===== src/rtl/regfile_pkg.sv =====
// Register file geometry shared by the read arbiter and its users.
package regfile_pkg;

  localparam int REG_COUNT      = 8;
  localparam int REG_ADDR_WIDTH = 3;
  localparam int REG_DATA_WIDTH = 32;

endpackage


===== src/rtl/regfile_read_arbiter_if.sv =====
// Requester/register-file side bundle of the shared read port.
interface regfile_read_arbiter_if #(
  parameter int NUM_REQ    = 4,
  parameter int DATA_WIDTH = 32,
  parameter int ADDR_WIDTH = 3,
  parameter int ID_WIDTH   = 2
);

  logic [NUM_REQ-1:0]            req;
  logic [NUM_REQ*ADDR_WIDTH-1:0] req_addr;
  logic [NUM_REQ-1:0]            gnt;
  logic [ADDR_WIDTH-1:0]         rf_addr;
  logic [DATA_WIDTH-1:0]         rf_data;
  logic                          rd_valid;
  logic [DATA_WIDTH-1:0]         rd_data;
  logic [ID_WIDTH-1:0]           rd_id;

  // master is the environment: requesters plus the register file read mux
  modport master (
    output req, req_addr, rf_data,
    input  gnt, rf_addr, rd_valid, rd_data, rd_id
  );

  modport slave (
    input  req, req_addr, rf_data,
    output gnt, rf_addr, rd_valid, rd_data, rd_id
  );

endinterface


===== src/rtl/regfile_read_arbiter_rr_priority_select.sv =====
// Combinational round-robin picker: first set bit of eligible at or after rr_ptr.
module rr_priority_select #(
  parameter int NUM_REQ  = 4,
  parameter int ID_WIDTH = 2
) (
  input  logic [NUM_REQ-1:0]  eligible_i,
  input  logic [ID_WIDTH-1:0] rr_ptr_i,
  output logic                found_o,
  output logic [ID_WIDTH-1:0] winner_o
);

  always_comb begin
    found_o  = 1'b0;
    winner_o = '0;
    for (int i = 0; i < NUM_REQ; i++) begin
      int idx;
      idx = int'(rr_ptr_i) + i;
      if (idx >= NUM_REQ) idx = idx - NUM_REQ;
      if (!found_o && eligible_i[idx]) begin
        found_o  = 1'b1;
        winner_o = idx[ID_WIDTH-1:0];
      end
    end
  end

endmodule


===== src/rtl/regfile_read_arbiter.sv =====
// Round-robin arbiter for the single register file read port: grant/address
// stage followed by a data capture stage, one read per cycle.
module regfile_read_arbiter
  import regfile_pkg::*;
#(
  parameter int NUM_REQ    = 4,
  parameter int DATA_WIDTH = REG_DATA_WIDTH,
  parameter int ADDR_WIDTH = REG_ADDR_WIDTH,
  parameter int ID_WIDTH   = 2
) (
  input  logic                   clk,
  input  logic                   reset,
  regfile_read_arbiter_if.slave  bus
);

  if (ID_WIDTH != $clog2(NUM_REQ) || NUM_REQ < 2 || NUM_REQ > 8) begin : g_bad_cfg
    $error("regfile_read_arbiter: bad NUM_REQ/ID_WIDTH");
  end

  logic [NUM_REQ-1:0]    gnt_q, gnt_d;
  logic [ADDR_WIDTH-1:0] rf_addr_q, rf_addr_d;
  logic [ID_WIDTH-1:0]   rr_ptr_q, rr_ptr_d;
  logic                  s1_valid_q;
  logic [ID_WIDTH-1:0]   s1_id_q;
  logic                  rd_valid_q;
  logic [DATA_WIDTH-1:0] rd_data_q;
  logic [ID_WIDTH-1:0]   rd_id_q;

  logic [NUM_REQ-1:0]    eligible;
  logic                  found;
  logic [ID_WIDTH-1:0]   winner;

  // Masking the current grant keeps a requester that drops req one cycle
  // after gnt from being picked a second time.
  assign eligible = bus.req & ~gnt_q;

  rr_priority_select #(
    .NUM_REQ  (NUM_REQ),
    .ID_WIDTH (ID_WIDTH)
  ) u_pick (
    .eligible_i (eligible),
    .rr_ptr_i   (rr_ptr_q),
    .found_o    (found),
    .winner_o   (winner)
  );

  always_comb begin
    gnt_d     = '0;
    rf_addr_d = rf_addr_q;
    rr_ptr_d  = rr_ptr_q;
    if (found) begin
      gnt_d[winner] = 1'b1;
      // only the winner's address slice is read, so X elsewhere stays out
      rf_addr_d     = bus.req_addr[int'(winner)*ADDR_WIDTH +: ADDR_WIDTH];
      rr_ptr_d      = (int'(winner) == NUM_REQ-1) ? '0 : winner + ID_WIDTH'(1);
    end
  end

  always_ff @(posedge clk) begin
    if (reset) begin
      gnt_q      <= '0;
      rf_addr_q  <= '0;
      rr_ptr_q   <= '0;
      s1_valid_q <= 1'b0;
      s1_id_q    <= '0;
      rd_valid_q <= 1'b0;
      rd_data_q  <= '0;
      rd_id_q    <= '0;
    end else begin
      gnt_q      <= gnt_d;
      rf_addr_q  <= rf_addr_d;
      rr_ptr_q   <= rr_ptr_d;
      s1_valid_q <= found;
      if (found) s1_id_q <= winner;
      rd_valid_q <= s1_valid_q;
      if (s1_valid_q) begin
        rd_data_q <= bus.rf_data;
        rd_id_q   <= s1_id_q;
      end
    end
  end

  assign bus.gnt      = gnt_q;
  assign bus.rf_addr  = rf_addr_q;
  assign bus.rd_valid = rd_valid_q;
  assign bus.rd_data  = rd_data_q;
  assign bus.rd_id    = rd_id_q;

endmodule


===== src/flat_wrapper.sv =====
// flat-port wrapper written by rule: the top's interface ports become plain ports
module regfile_read_arbiter_flat import regfile_pkg::*;
#(
  parameter int NUM_REQ    = 4,
  parameter int DATA_WIDTH = REG_DATA_WIDTH,
  parameter int ADDR_WIDTH = REG_ADDR_WIDTH,
  parameter int ID_WIDTH   = 2
)
  (clk, reset, bus_req, bus_req_addr, bus_rf_data, bus_gnt, bus_rf_addr, bus_rd_valid, bus_rd_data, bus_rd_id);
  regfile_read_arbiter_if #(.NUM_REQ(NUM_REQ), .DATA_WIDTH(DATA_WIDTH), .ADDR_WIDTH(ADDR_WIDTH), .ID_WIDTH(ID_WIDTH)) bus_i ();
  input  logic clk;
  input  logic reset;
  input wire logic [$bits(bus_i.req)-1:0] bus_req;
  input wire logic [$bits(bus_i.req_addr)-1:0] bus_req_addr;
  input wire logic [$bits(bus_i.rf_data)-1:0] bus_rf_data;
  output wire logic [$bits(bus_i.gnt)-1:0] bus_gnt;
  output wire logic [$bits(bus_i.rf_addr)-1:0] bus_rf_addr;
  output wire logic [$bits(bus_i.rd_valid)-1:0] bus_rd_valid;
  output wire logic [$bits(bus_i.rd_data)-1:0] bus_rd_data;
  output wire logic [$bits(bus_i.rd_id)-1:0] bus_rd_id;
  assign bus_i.req = bus_req;
  assign bus_i.req_addr = bus_req_addr;
  assign bus_i.rf_data = bus_rf_data;
  assign bus_gnt = bus_i.gnt;
  assign bus_rf_addr = bus_i.rf_addr;
  assign bus_rd_valid = bus_i.rd_valid;
  assign bus_rd_data = bus_i.rd_data;
  assign bus_rd_id = bus_i.rd_id;
  regfile_read_arbiter #(.NUM_REQ(NUM_REQ), .DATA_WIDTH(DATA_WIDTH), .ADDR_WIDTH(ADDR_WIDTH), .ID_WIDTH(ID_WIDTH)) u_core (.clk(clk), .reset(reset), .bus(bus_i));
endmodule

===== config.mk =====
export PLATFORM = sky130hd
export DESIGN_NAME = regfile_read_arbiter_flat
export DESIGN_NICKNAME = d
export VERILOG_FILES = /design/src/rtl/regfile_pkg.sv /design/src/rtl/regfile_read_arbiter_if.sv /design/src/rtl/regfile_read_arbiter_rr_priority_select.sv /design/src/rtl/regfile_read_arbiter.sv /design/src/flat_wrapper.sv
export SDC_FILE = /design/constraint.sdc
export NUM_CORES = 1
export LEC_CHECK = 0
export CORE_MARGIN = 5
export CORE_UTILIZATION = 40
export DETAILED_ROUTE_END_ITERATION = 8
export GPL_ROUTABILITY_DRIVEN = 0
export GPL_TIMING_DRIVEN = 0
export PLACE_DENSITY = 0.9
export SYNTH_ARGS = -nofsm -noshare
export SYNTH_HDL_FRONTEND = slang
export SYNTH_SLANG_ARGS = --single-unit

===== constraint.sdc =====
create_clock -name clk -period 2.3 [get_ports clk]
set_clock_uncertainty 0.05 [all_clocks]
set_input_delay 0.345 -clock clk [delete_from_list [all_inputs] [get_ports clk]]
set_output_delay 0.345 -clock clk [all_outputs]
set_load 0.05 [all_outputs]

==> impl_metrics.yaml, run 1 <==
cells_and_area:
  drive_gt1_share_pct: 6.07
  areaGrowthSynthToFinish_pct: 56.6
  nets: 333
  fin_cells: 334
  n_antenna_cell: 0
pwr:
  p_per_area_nw_per_um2: 855
  p_sw_w: 0.000938
  combPwrFrac_pct: 41.2
  swShare_pct: 37.4
  ir_worst_vdd_v: 0.000501
  clock_power_share_pct: 18.7
  p_leak_nw: 1.24
  power.internal_w: 0.00157
  p_seq_share_pct: 40.1
yosys:
  synthArstFlopShare_pct: 0
  syn_inst: 181
  synth_top_area_share_pct: 50.1
  synth.cell_area_um2: 1880
  synth_edf_count: 0
  synth-seq-cells: 47
  synth_top_area_cell: "dfxtp_1"
  yosys_warnings: 0
  synth.yosys.seq_area_share_pct: 50.1
  syn-num-nets: 235
  dominantRegCellSynth: "dfxtp_1"
  avgSynthCellArea_um2: 10.4
  yosys.cell_types.count: 28
  synthTopCellsByArea: "dfxtp_1 50%, mux2i_1 21%, nor2_1 7.8%"
grt:
  overflow: 0
  antenna_found_initial: 0
  grtUsageTotal_pct: 14.4
  grt_pass1_vias: 1610
  grt_pass1_wl_um: 7280
  grt_max_degree: 14
cts:
  clock-sinks: 47
  tritoncts: "built"
  clock_latency_ns: 0.29
  htree_levels: 2
  cts_setup_buffers: 0
  cts_root_buf: "clkbuf_8"
  clk_path_buf_depth: 2
  clk_pin_slew_worst_paths_ns: 0.09
  numCtsBuffers: 5
worst_setup_path:
  ff2ff_setup_slack_ns: 0.42
  path_max_fanout: 10
  crit_required_ns: 2.41
  worstSetupEndpointType: "flip-flop"
  critPathLaunchType: "primary input"
  worstSetupPathType: "primary input to flip-flop"
  arrival_ns: 2.22
job:
  drv_cap: 0
outcome:
  status: "complete, no violations"
floorplan:
  dieArea_um2: 6160
  coreArea_um2: 4630
  start_util_pct: 40.5
  rows: 25
  die_y_um: 78.5
  io_pins: 92
  die_x_um: 78.5
sta:
  post-route-min-period_ns: 2.10
  hold_ws_ns: 0.412
  tns_ns: 0
  finalCritPeriodShare_pct: 91.5
  rsz0062_at_grt: "no"
  hold_viol: 0
  report.final.slew_viol_count: 0
  slew_headroom_pct: 50.3
  setup_slack_ns: 0.195
  tightestPinTransition_ns: 0.739
  fmax_mhz: 475
  setup-violations-final: 0
place:
  port_buffers: 91
  dp_hpwl_um: 3550
  post-place-ws_ns: -0.238
  place_inst: 326
route:
  vias_per_cell: 4.75
  drc_errors: 0
  drt_iter0_markers: 52
  ant_nets: 0
  drt_wl_total_um: 4530
  wl_per_cell_um: 13.6
  first_pass_iters: 3
  vias: 1586
min_path:
  hp-class: "flip-flop to flip-flop"
-- cell usage after synthesis (2+ instances only) --
cell,number
dfxtp_1,47
mux2i_1,39
nor2_1,39
and2_1,5
inv_1,5
a21oi_1,4
ha_1,4
nand2_1,4
nand3_1,4
nor2b_1,4
buf_1,3
clkbuf_1,3
a31oi_1,2
buf_2,2
nand2b_1,2
o221ai_1,2
-- cell type report --
class / instances / area [µm²]
Timing Repair Buffer: 91 / 911
Multi-Input combinational cell: 121 / 887
Buffer: 8 / 32.5
Fill cell: 397 / 1690
Inverter: 5 / 18.8
Clock buffer: 7 / 76.3
Tap cell: 54 / 67.6
Sequential cell: 47 / 941
Clock inverter: 1 / 5.00
-- cells in the final DEF, fill, tap and decap left out --
cell / instances
a21oi_1: 4
nor2b_2: 1
o221a_1: 1
clkdlybuf4s50_1: 91
buf_2: 2
a211oi_2: 1
nor2b_4: 1
nor4_2: 1
nor2b_1: 3
nand2b_4: 1
nand2b_1: 2
mux2_2: 1
and2_1: 5
ha_1: 4
a21o_1: 1
clkbuf_1: 5
o2bb2ai_1: 1
mux2i_1: 39
or4_1: 1
o22ai_4: 1
dfxtp_1: 47
nor2_1: 39
buf_1: 3
inv_1: 5
a31oi_1: 2
clkbuf_8: 5
nand3_1: 4
clkinv_2: 1
o221ai_1: 2
nand2_1: 4
nor3b_2: 1
o22ai_2: 1
-- worst max-delay path: stages --
cell	delay, ns
clkdlybuf4s50_1	0.47
nor2b_2	0.31
a21o_1	0.12
a21oi_1	0.07
o22ai_2	0.35
inv_1	0.13
ha_1	0.30
nand2_1	0.06
a21oi_1	0.06
-- kinds of logic after synthesis --
family	Yosys count	synth area share [%]
DFF	47	50.1
adders and majority gates	4	2.67
AOI/OAI and AO/OA	14	6.53
buffers and inverters	13	2.73
and+or+nand+nor	63	16.5
muxes	40	21.4
-- registers in the layout (all words and copies together) (netlist names) --
name / cells
u_core.bus.rf_addr: 3
u_core.bus.gnt: 4
u_core.rr_ptr_q: 2
u_core.bus.rd_id: 2
u_core.s1_id_q: 2
u_core.bus.rd_valid: 1
u_core.bus.rd_data: 32
u_core.s1_valid_q: 1
-- power by group through the flow --
stage | Sequential [W] | Combinational, W | Clock [W]
floorplan | 0.00132 | 0.000406 | 0
global placement | 0.00102 | 0.00103 | 0
detailed placement | 0.00103 | 0.00104 | 0
CTS | 0.00101 | 0.00105 | 0.000483
global route | 0.00102 | 0.00110 | 0.000528
finish | 0.00101 | 0.00103 | 0.000470
-- per-stage QoR --
stage | area, µm² | utilization [%] | power, W
after floorplan | 1880 | - | 0.00172
after global placement | 2860 | 61.7 | 0.00205
after detailed placement | 2860 | 61.7 | 0.00207
after CTS | 2940 | 63.4 | 0.00254
after global routing | 2940 | 63.5 | 0.00266
final | 2940 | 63.5 | 0.00251
-- timing repair --
item / in CTS / in global routing
endpoints found under the hold margin: 0 / 0
gates resized for setup: 0 / 1
hold buffers: 0 / 0
endpoints found under the setup margin: 0 / 1
-- final timing paths --
kind                startpoint  depth (start not counted)                 end
max                 bus_req[1]                          9  u_core.rr_ptr_q[1]
min          u_core.s1_id_q[1]                          2   u_core.s1_id_q[1]
max reg2reg  u_core.bus.gnt[1]                          8  u_core.rr_ptr_q[1]
min reg2reg  u_core.s1_id_q[1]                          2   u_core.s1_id_q[1]
-- per-layer routing --
metal	vias up	wire length, µm	global-route usage, %
met5	-	0	0
met4	0	39	2.97
met3	4	467	6.65
met2	53	2170	25.1
met1	719	1850	16.0
li1	810	-	-
No activity file was read; power rests on OpenSTA's default activity.
==> run 2: changes to the inputs <==
--- a/config.mk
+++ b/config.mk
@@ -6,11 +6,11 @@
 export NUM_CORES = 1
 export LEC_CHECK = 0
 export CORE_MARGIN = 5
-export CORE_UTILIZATION = 40
+export CORE_UTILIZATION = 36
 export DETAILED_ROUTE_END_ITERATION = 8
 export GPL_ROUTABILITY_DRIVEN = 0
 export GPL_TIMING_DRIVEN = 0
-export PLACE_DENSITY = 0.9
+export PLACE_DENSITY = 0.87
 export SYNTH_ARGS = -nofsm -noshare
 export SYNTH_HDL_FRONTEND = slang
 export SYNTH_SLANG_ARGS = --single-unit
==> constraint.sdc (replaced) <==
create_clock -name clk -period 1.9 [get_ports clk]
set_clock_uncertainty 0.05 [all_clocks]
set_input_delay 0.285 -clock clk [delete_from_list [all_inputs] [get_ports clk]]
set_output_delay 0.285 -clock clk [all_outputs]
set_load 0.05 [all_outputs]
==> impl_metrics.yaml, run 2 (synthesized netlist as in run 1, its figures left out) <==
sta:
  hold_ws_ns: 0.413
  setup-violations-final: 0
  tightestPinTransition_ns: 0.534
  hold_viol: 0
  rsz0062_at_grt: "yes"
  post-route-min-period_ns: 1.84
  fmax_mhz: 542
  finalCritPeriodShare_pct: 97.1
  slew_headroom_pct: 64.3
  report.final.slew_viol_count: 0
place:
  dp_hpwl_um: 3660
  port_buffers: 91
  place_inst: 342
cells_and_area:
  final_common_cell: "clkdlybuf4s50_1"
  areaGrowthSynthToFinish_pct: 67.2
  final_cell_mix: "87 x clkdlybuf4s50_1, 43 x dfxtp_1, 39 x nor2_1, 39 x mux2i_1, 13 x buf_4"
  nets: 346
  drive_gt1_share_pct: 14.7
  largest_register_ffs: 32
  fin_cells: 363
  n_antenna_cell: 0
  nFillCells: 444
worst_setup_path:
  critPathLaunchType: "flip-flop"
  path_max_fanout: 7
  arrival_ns: 2.03
  crit_slowest_cell: "or4_1"
  worstSetupEndpointType: "flip-flop"
  path_delay_family: "simple AND/OR/NAND/NOR gates"
  worstSetupPathType: "flip-flop to flip-flop"
  crit_required_ns: 2.08
  critical_path_depth: 6
  worstPathCellList: "nand2b_4 -> o221a_4 -> o22ai_4 -> mux2i_1 -> or4_1 -> nand3_1"
  cpPeakStageDelay_ns: 0.52
  r2r_cells: 6
  critPathBufInv: 0
  timing.rr.end: "u_core.bus.rf_addr[0]"
  startpoint: "u_core.bus.gnt[0]"
  endpoint: "u_core.bus.rf_addr[0]"
  r2r-start: "u_core.bus.gnt[0]"
  ff2ff_setup_slack_ns: 0.06
grt:
  grtUsageTotal_pct: 14.2
  grt_pass1_vias: 1643
  grt_pass1_wl_um: 7390
  overflow: 0
  grt_max_degree: 15
  antenna_found_initial: 0
floorplan:
  die_y_um: 82.2
  dieArea_um2: 6760
  rows: 26
  coreArea_um2: 5070
  start_util_pct: 37.0
  die_x_um: 82.2
  io_pins: 92
pwr:
  p_seq_share_pct: 37.8
  ir_worst_vdd_v: 0.000494
  p_per_area_nw_per_um2: 1050
  finalPower_w: 0.00330
  clock_power_share_pct: 17.2
  p_leak_nw: 1.37
  p_sw_w: 0.00124
  swShare_pct: 37.4
  combPwrFrac_pct: 45.0
  power.internal_w: 0.00207
cts:
  clock-sinks: 47
  htree_levels: 2
  tritoncts: "built"
  holdBufCountCts: 0
  cts_root_buf: "clkbuf_8"
  numCtsBuffers: 5
  clk_path_buf_depth: 2
  clock_latency_ns: 0.29
  clk_pin_slew_worst_paths_ns: 0.08
route:
  vias_per_cell: 4.56
  drt_wl_total_um: 4960
  drc_errors: 0
  wl_per_cell_um: 13.7
  first_pass_iters: 4
  drt_iter0_markers: 28
  vias: 1654
  ant_nets: 0
job:
  drv_cap: 0
outcome:
  status: "complete, no violations"
min_path:
  hp-class: "flip-flop to flip-flop"
-- run 2: cell count changes in the layout (fill, tap and decap cells not counted), sizes merged --
cell,change
dlymetal6s2s,+4
clkbuf,-1
clkdlybuf4s50,-4
buf,+12
clkinv,+2
-- run 2: timing repair --
action                     4_1_cts  5_1_grt
setup endpoints to repair        6       18
pin swaps                        2        6
resized for setup                3       14
setup buffers                    0       13
-- run 2: worst min path at each step --
stage,cells past startpoint,slack (ns),end,from
after global placement,2,0.40,u_core.s1_id_q[0],u_core.s1_id_q[0]
after detailed placement,2,0.41,u_core.s1_id_q[1],u_core.s1_id_q[1]
final,2,0.41,u_core.s1_id_q[1],u_core.s1_id_q[1]
after floorplan,1,0.35,u_core.s1_valid_q,reset
after CTS,2,0.42,u_core.s1_id_q[1],u_core.s1_id_q[1]
after global routing,2,0.44,u_core.s1_id_q[1],u_core.s1_id_q[1]
-- run 2: metrics by stage --
step / worst slack, ns / setup TNS, ns / utilization [%] / cell area [µm²]
6_report: 0.0560 / 0 / 61.8 / 3140
5_1_grt: -0.0440 / -0.0440 / 61.8 / 3140
4_1_cts: -0.0570 / -0.0861 / 58.7 / 2980
3_5_place_dp: -0.566 / -4.98 / 56.8 / 2880
3_3_place_gp: -0.523 / -4.58 / 56.8 / 2880
2_1_floorplan: 0.0184 / 0 / - / 1880
-- run 2: cell type report --
| type | count | area (µm²) | area share [%] |
|---|---|---|---|
| tap | 70 | 87.6 | 2.79 |
| buffer | 8 | 33.8 | 1.08 |
| inverter | 5 | 18.8 | 0.598 |
| timing repair buffer | 104 | 1020 | 32.5 |
| clock buffer | 5 | 68.8 | 2.19 |
| clock inverter | 3 | 15.0 | 0.478 |
| sequential | 47 | 948 | 30.2 |
| multi-input combinational | 121 | 947 | 30.2 |
-- run 2: power groups by stage --
stage / Sequential (W) / Combinational (W) / Clock, W
floorplan: 0.00160 / 0.000492 / 0
global placement: 0.00124 / 0.00124 / 0
detailed placement: 0.00125 / 0.00126 / 0
CTS: 0.00123 / 0.00128 / 0.000594
global route: 0.00127 / 0.00158 / 0.000636
finish: 0.00125 / 0.00149 / 0.000568
-- run 2: routing by layer --
metal | GRT usage, % | vias up | wire length (µm)
met1 | 14.2 | 758 | 1870
met3 | 6.51 | 8 | 450
li1 | - | 835 | -
met5 | 0 | - | 0
met4 | 5.15 | 0 | 93
met2 | 25.7 | 53 | 2550
-- run 2: worst reg2reg max path, stage by stage (launching register included) --
cell	delay (ns)
dfxtp_4	0.36
nand2b_4	0.14
o221a_4	0.27
o22ai_4	0.24
mux2i_1	0.12
or4_1	0.52
nand3_1	0.08
